==> config.mk <==
export PLATFORM = sky130hd
export DESIGN_NAME = pong_render
export DESIGN_NICKNAME = d
export VERILOG_FILES = /design/src/rtl/pong_render.sv
export SDC_FILE = /design/constraint.sdc
export NUM_CORES = 1
export LEC_CHECK = 0
export CAP_MARGIN = 20
export CORE_MARGIN = 2
export CORE_UTILIZATION = 40
export CTS_BUF_LIST = sky130_fd_sc_hd__clkbuf_2 sky130_fd_sc_hd__clkbuf_4 sky130_fd_sc_hd__clkbuf_8
export DETAILED_ROUTE_END_ITERATION = 8
export GPL_ROUTABILITY_DRIVEN = 0
export MAX_ROUTING_LAYER = met4
export PLACE_DENSITY_LB_ADDON = 0.25
export SYNTH_ARGS = -nofsm -noshare
export SYNTH_HDL_FRONTEND = slang
export SYNTH_SLANG_ARGS = --single-unit
==> constraint.sdc <==
create_clock -name clk -period 3.2 [get_ports clk]
set_input_delay 0.64 -clock clk [delete_from_list [all_inputs] [get_ports clk]]
set_output_delay 0.64 -clock clk [all_outputs]
set_load 0.05 [all_outputs]
==> src/rtl/pong_render.sv <==
// pong_render -- VGA-style raster generator that draws a Pong court.
//
// A horizontal/vertical raster counter pair sweeps the screen. Each pixel is
// mapped to a game cell (2^SCALE_SHIFT pixels per cell in both axes) and lit
// when it falls on the ball, on either paddle or, optionally, on the court
// decoration. Game positions are snapshotted once per frame, at the first
// blanked line, so that a frame is always drawn from one consistent state.
//
// Parameters
//   PADDLE_HALF            paddle half-height in cells (span = centre +/- PADDLE_HALF)
//   SCALE_SHIFT            log2 of pixels per game cell
//   H_* / V_*              raster timing; defaults give the 640x480 @ 800x525 mode
//
// Ports
//   clk             in   pixel clock, rising edge
//   reset           in   synchronous active-high reset
//   ball_x, ball_y  in   ball cell position
//   left_paddle_y   in   left paddle centre row (drawn in cell column 1)
//   right_paddle_y  in   right paddle centre row (drawn two columns from the right)
//   hsync, vsync    out  active-low sync pulses
//   active          out  pixel is inside the visible area
//   pixel_on        out  visible pixel is lit
//   frame_tick      out  one-cycle pulse per frame for the game logic
//
// All outputs are registered and describe the raster position of the previous
// cycle. Optional macro PONG_RENDER_NET_EN adds the top/bottom walls and the
// dashed centre net.
module pong_render #(
   parameter int PADDLE_HALF  = 4,
   parameter int SCALE_SHIFT  = 2,
   parameter int H_VISIBLE    = 640,
   parameter int H_SYNC_START = 656,
   parameter int H_SYNC_END   = 751,
   parameter int H_TOTAL      = 800,
   parameter int V_VISIBLE    = 480,
   parameter int V_SYNC_START = 490,
   parameter int V_SYNC_END   = 491,
   parameter int V_TOTAL      = 525
) (
   input  logic       clk,
   input  logic       reset,
   input  logic [7:0] ball_x,
   input  logic [7:0] ball_y,
   input  logic [7:0] left_paddle_y,
   input  logic [7:0] right_paddle_y,
   output logic       hsync,
   output logic       vsync,
   output logic       active,
   output logic       pixel_on,
   output logic       frame_tick
);

   localparam int HC_W      = $clog2(H_TOTAL);
   localparam int VC_W      = $clog2(V_TOTAL);
   localparam int LEFT_COL  = 1;
   localparam int RIGHT_COL = (H_VISIBLE >> SCALE_SHIFT) - 2;

   logic [HC_W-1:0] hc_r;
   logic [VC_W-1:0] vc_r;
   logic [7:0]      snap_bx_r;
   logic [7:0]      snap_by_r;
   logic [7:0]      snap_lp_r;
   logic [7:0]      snap_rp_r;

   logic [15:0]       gx_s;
   logic [15:0]       gy_s;
   logic              gy_small_s;
   logic signed [8:0] left_diff_s;
   logic signed [8:0] right_diff_s;
   logic              active_s;
   logic              ball_hit_s;
   logic              left_hit_s;
   logic              right_hit_s;
   logic              draw_s;
   logic              pixel_s;
   logic              hsync_s;
   logic              vsync_s;
   logic              capture_s;

   // True when a signed cell distance lies within the paddle span.
   function automatic logic in_span(input logic signed [8:0] d);
      return (int'(d) >= -PADDLE_HALF) && (int'(d) <= PADDLE_HALF);
   endfunction

   // Pixel classification for the current raster position.
   always_comb begin
      gx_s       = 16'(hc_r >> SCALE_SHIFT);
      gy_s       = 16'(vc_r >> SCALE_SHIFT);
      gy_small_s = (gy_s[15:8] == 8'd0);
      // 9-bit signed differences: a centre near 0 must not wrap onto the bottom rows.
      left_diff_s  = $signed({1'b0, gy_s[7:0]}) - $signed({1'b0, snap_lp_r});
      right_diff_s = $signed({1'b0, gy_s[7:0]}) - $signed({1'b0, snap_rp_r});
      active_s    = (hc_r < HC_W'(H_VISIBLE)) && (vc_r < VC_W'(V_VISIBLE));
      // Full-width compares so an out-of-range position never aliases into view.
      ball_hit_s  = (gx_s == {8'd0, snap_bx_r}) && (gy_s == {8'd0, snap_by_r});
      left_hit_s  = (gx_s == 16'(LEFT_COL)) && gy_small_s && in_span(left_diff_s);
      right_hit_s = (gx_s == 16'(RIGHT_COL)) && gy_small_s && in_span(right_diff_s);
`ifdef PONG_RENDER_NET_EN
      draw_s = ball_hit_s || left_hit_s || right_hit_s ||
               (gy_s == 16'd0) ||
               (gy_s == 16'((V_VISIBLE >> SCALE_SHIFT) - 1)) ||
               ((gx_s == 16'(((H_VISIBLE >> SCALE_SHIFT) / 2) - 1)) && (gy_s[0] == 1'b0));
`else
      draw_s = ball_hit_s || left_hit_s || right_hit_s;
`endif
      pixel_s   = active_s && draw_s;
      hsync_s   = !((hc_r >= HC_W'(H_SYNC_START)) && (hc_r <= HC_W'(H_SYNC_END)));
      vsync_s   = !((vc_r >= VC_W'(V_SYNC_START)) && (vc_r <= VC_W'(V_SYNC_END)));
      capture_s = (hc_r == {HC_W{1'b0}}) && (vc_r == VC_W'(V_VISIBLE));
   end

   // Raster counters, per-frame position snapshot and registered outputs.
   always_ff @(posedge clk) begin
      if (reset) begin
         hc_r       <= {HC_W{1'b0}};
         vc_r       <= {VC_W{1'b0}};
         snap_bx_r  <= 8'd0;
         snap_by_r  <= 8'd0;
         snap_lp_r  <= 8'd0;
         snap_rp_r  <= 8'd0;
         hsync      <= 1'b1;
         vsync      <= 1'b1;
         active     <= 1'b0;
         pixel_on   <= 1'b0;
         frame_tick <= 1'b0;
      end else begin
         if (hc_r == HC_W'(H_TOTAL - 1)) begin
            hc_r <= {HC_W{1'b0}};
            if (vc_r == VC_W'(V_TOTAL - 1)) begin
               vc_r <= {VC_W{1'b0}};
            end else begin
               vc_r <= vc_r + VC_W'(1);
            end
         end else begin
            hc_r <= hc_r + HC_W'(1);
         end
         if (capture_s) begin
            snap_bx_r <= ball_x;
            snap_by_r <= ball_y;
            snap_lp_r <= left_paddle_y;
            snap_rp_r <= right_paddle_y;
         end else begin
            snap_bx_r <= snap_bx_r;
            snap_by_r <= snap_by_r;
            snap_lp_r <= snap_lp_r;
            snap_rp_r <= snap_rp_r;
         end
         hsync      <= hsync_s;
         vsync      <= vsync_s;
         active     <= active_s;
         pixel_on   <= pixel_s;
         frame_tick <= capture_s;
      end
   end

endmodule

==> summary.md <==
| Metric | Value |
|---|---|
| Number of buffers inserted by post-CTS setup repair | 0 |
| Synthesis-stage register bit count | 57 |
| Clk root buf | clkbuf_8 |
| Count of non-filler cells in the finished layout | just over 500 |
| Req. time, crit path | around 3.5 ns |
| Gate count of the mapped netlist | approximately 370 |
| Sum of routed wire length over all layers | 7.24 mm |
| Total setup violations reported at the end of the flow | 0 |
| Maximum Capacitance Violations | 0 |
| Maximum fanout count along the critical path | 7 |
| Syn_area_per_cell | ~8.7 um^2 |
| Number of levels the H-tree was split into | 3 |
| Post-Route Setup TNS | 0 ns |
| DR pass1 iterations | 4 |
| Ratio of routed vias to standard cells | about 5.2 |
| Standard cell core area | slightly below 0.008 mm^2 |
| DP Cell Count | between 400 and 500 |
| Synth cell types | 44 |
| Initial drt markers | ~150 |
| Clock slew at reported path FFs | roughly 0.07 ns |
| Critical setup path kind | reg2reg |
| Transition time at the pin with the least slew margin | 0.952 ns |
| Fraction of layout cells with a size suffix above 1 | around 5% |
| Starting density of the core | between 40% and 50% |
| Type of element capturing the critical path | flip-flop |
| Upper clock frequency limit | 346 MHz |
| Portion of synthesized cell area occupied by the leading cell type | about a third |
| Biggest area contributors in the synthesized netlist | dfxtp_1 (35%), mux2i_1 (11%), ha_1 (7.7%), nor2_1 (7.2%), xor2_1 (7.0%) |
| Synthesized Nets | 428 |
| Crit path max-delay cell type | or4_1 |
| DRC errors left | 0 |
| Floorplan die width | around 94 um |
| Yosys warnings | 0 |
| Post-CTS Hold Buffers | 0 |
| Clock buffers created by TritonCTS | 9 |
| Post_cts resized | 0 |
| Cells along the critical path | inv_1 > ha_1 > inv_1 > fa_1 > a211oi_1 > o21bai_1 > a211oi_1 > a21oi_1 > or4_1 > mux2i_1 > o31a_1 |
| Maximum ir drop on the vdd rail | between 0.2 and 0.25 mV |
| Design Power | approximately 1.5 mW |
| Global-route usage over all layers | a little under a fifth |
| TritonCTS clock tree | built |
| Final period utilization | 90.3% |
| Final-stage net count | between 400 and 500 |
| Initial antenna violation count | 0 |
| Most common flop cell mapped by yosys | dfxtp_1 |
| Largest net degree at the start of global routing | 43 |
| Post-Route Skew | between 0.006 and 0.007 ns |
| Final instance area | between 0.003 and 0.004 mm^2 |
| Vertical extent of the die | 93.9 um |
| Worst-Skew Late Latency | about 0.34 ns |
| Placement row count | 32 |
| Via count of the first global-routing pass | about 2,600 |
| Outcome | finished, final reports clean |
| Via count | approximately 2,700 |
| Worst min-delay path class | reg2reg |
| Overall die area | between 0.008 and 0.009 mm^2 |
| Remaining number of nets flagged by the antenna check after routing | 0 |
| Cell area reported after detailed placement | ~0.0037 mm^2 |
| Number of enable-type register cells in the synthesized netlist | 0 |
| Congestion Overflow GR | 0 |
| Number of diodes added for antenna fixing | 0 |
| Post-route minimum period | ~2.9 ns |
| Count of final hold-check violations | 0 |
| Power per standard cell area | between 300 and 400 mW/mm^2 |
| Port bufs | 38 |
| Num Clock Sinks | 57 |
| Maximum clock insertion buffer count | 2 |
| WP data arrival | roughly 3.2 ns |
| Crit start category | flip-flop |
| Buffer and inverter count on the worst path | 2 |
| Post-synthesis instance area | around 0.0032 mm^2 |
| Biggest area consumer among synthesized cells | dfxtp_1 |
| Wire length of the first global-routing pass | around 12 mm |
| Relative slew margins | between 30% and 40% |
| Number of primary I/O pins | 39 |
| Post-synth ARST share | 0% |
| Setup repair after global routing missed its margin | no |
| Largest stage delay on the critical path | approximately 0.47 ns |
| Family with the most delay on the worst path | compound AO/OA/AOI/OAI gates |
| Leak Pwr | 1.50 nW |
| Part of the Yosys area used for sequential elements | a little over a third |
| Post-DP HPWL | 5.14 mm |
| Detailed-route wire length per cell | between 10 and 15 um |
| Area growth from synthesis to layout | 20.4% |
| Slew Limit Fails | 0 |
-- layer usage --
metal,global-route usage (%),share of wire (%)
met5,-,0
met1,23.8,51
met3,4.17,4.3
met2,27.6,43
met4,7.61,1.8
-- path summary, 6_finish.rpt --
path,slack [ns],endpoint,cells after the start,from
max reg2reg,0.31,pixel_on,11,vc_r[2]
min,0.48,hc_r[0],1,hc_r[0]
max,0.31,pixel_on,11,vc_r[2]
min reg2reg,0.48,hc_r[0],1,hc_r[0]
-- power by group --
group          switching (mW)  internal [mW]  total (mW)
clock                   0.284          0.404       0.688
sequential            0.00586          0.714       0.720
combinational          0.0342         0.0483      0.0825
total                   0.325           1.17        1.49
-- metrics by stage --
| stage | setup slack [ns] | util [%] | hold WS, ns |
|---|---|---|---|
| finish | 0.310 | 50.2 | 0.480 |
| global route | 0.127 | 50.2 | 0.521 |
| CTS | 0.320 | 50.2 | 0.485 |
| detailed placement | 0.373 | 47.6 | 0.471 |
| global placement | 0.475 | 47.6 | 0.461 |
| floorplan | 0.678 | - | 0.442 |
-- cells in the mapped netlist, types with 3 or more instances --
cell type  number
or3_1           5
nor4b_1         3
nor2_1         62
xnor2_1        11
a21o_1          5
nand2_1        11
and3_1          3
o21ai_0        11
a21oi_1        13
nor4_1          8
buf_4           3
nor2b_1         5
inv_1          28
buf_2           3
ha_1           20
nand3_1         9
clkbuf_1        8
nand4_1         9
xor2_1         26
a211oi_1        3
dfxtp_1        57
nor3_1          4
mux2i_1        34
o21bai_1        3
-- cell families after synthesis --
group / count (synthesis) / synth area share [%]
compound gates: 47 / 9.24
xor+xnor: 37 / 10.0
fa+ha+maj: 22 / 8.97
buf+inv: 43 / 5.68
flops: 57 / 35.3
mux: 34 / 10.5
simple gates: 132 / 20.3
-- layout make-up --
| type | count | area (um^2) |
|---|---|---|
| Fill cell | 759 | 3870 |
| Multi-Input combinational cell | 272 | 1920 |
| Sequential cell | 57 | 1140 |
| Timing Repair Buffer | 40 | 408 |
| Clock buffer | 12 | 159 |
| Tap cell | 102 | 128 |
| Inverter | 28 | 105 |
| Clock inverter | 3 | 40.0 |
-- sequential cells by signal, summed over array words and instances, names as in the netlist --
register and flops:
active 1, frame_tick 1, hc_r 10, hsync 1, pixel_on 1, snap_bx_r 8, snap_by_r 8, snap_lp_r 8
snap_rp_r 8, vc_r 10, vsync 1
-- layout by cell type (no fill, tap or decap), types with 3 or more instances in the layout --
cell	instances
a21o_1	5
dfxtp_1	57
nor2_1	62
nand4_1	9
nor2b_1	5
or3_1	5
ha_1	20
and3_1	3
a211oi_1	3
nor4b_1	3
nand2_1	11
nand3_1	9
o21bai_1	3
clkdlybuf4s50_1	38
o21ai_0	11
inv_1	28
xor2_1	26
xnor2_1	11
clkbuf_8	11
mux2i_1	34
nor4_1	8
a21oi_1	13
nor3_1	4
Power figures use the tool's default switching activity.
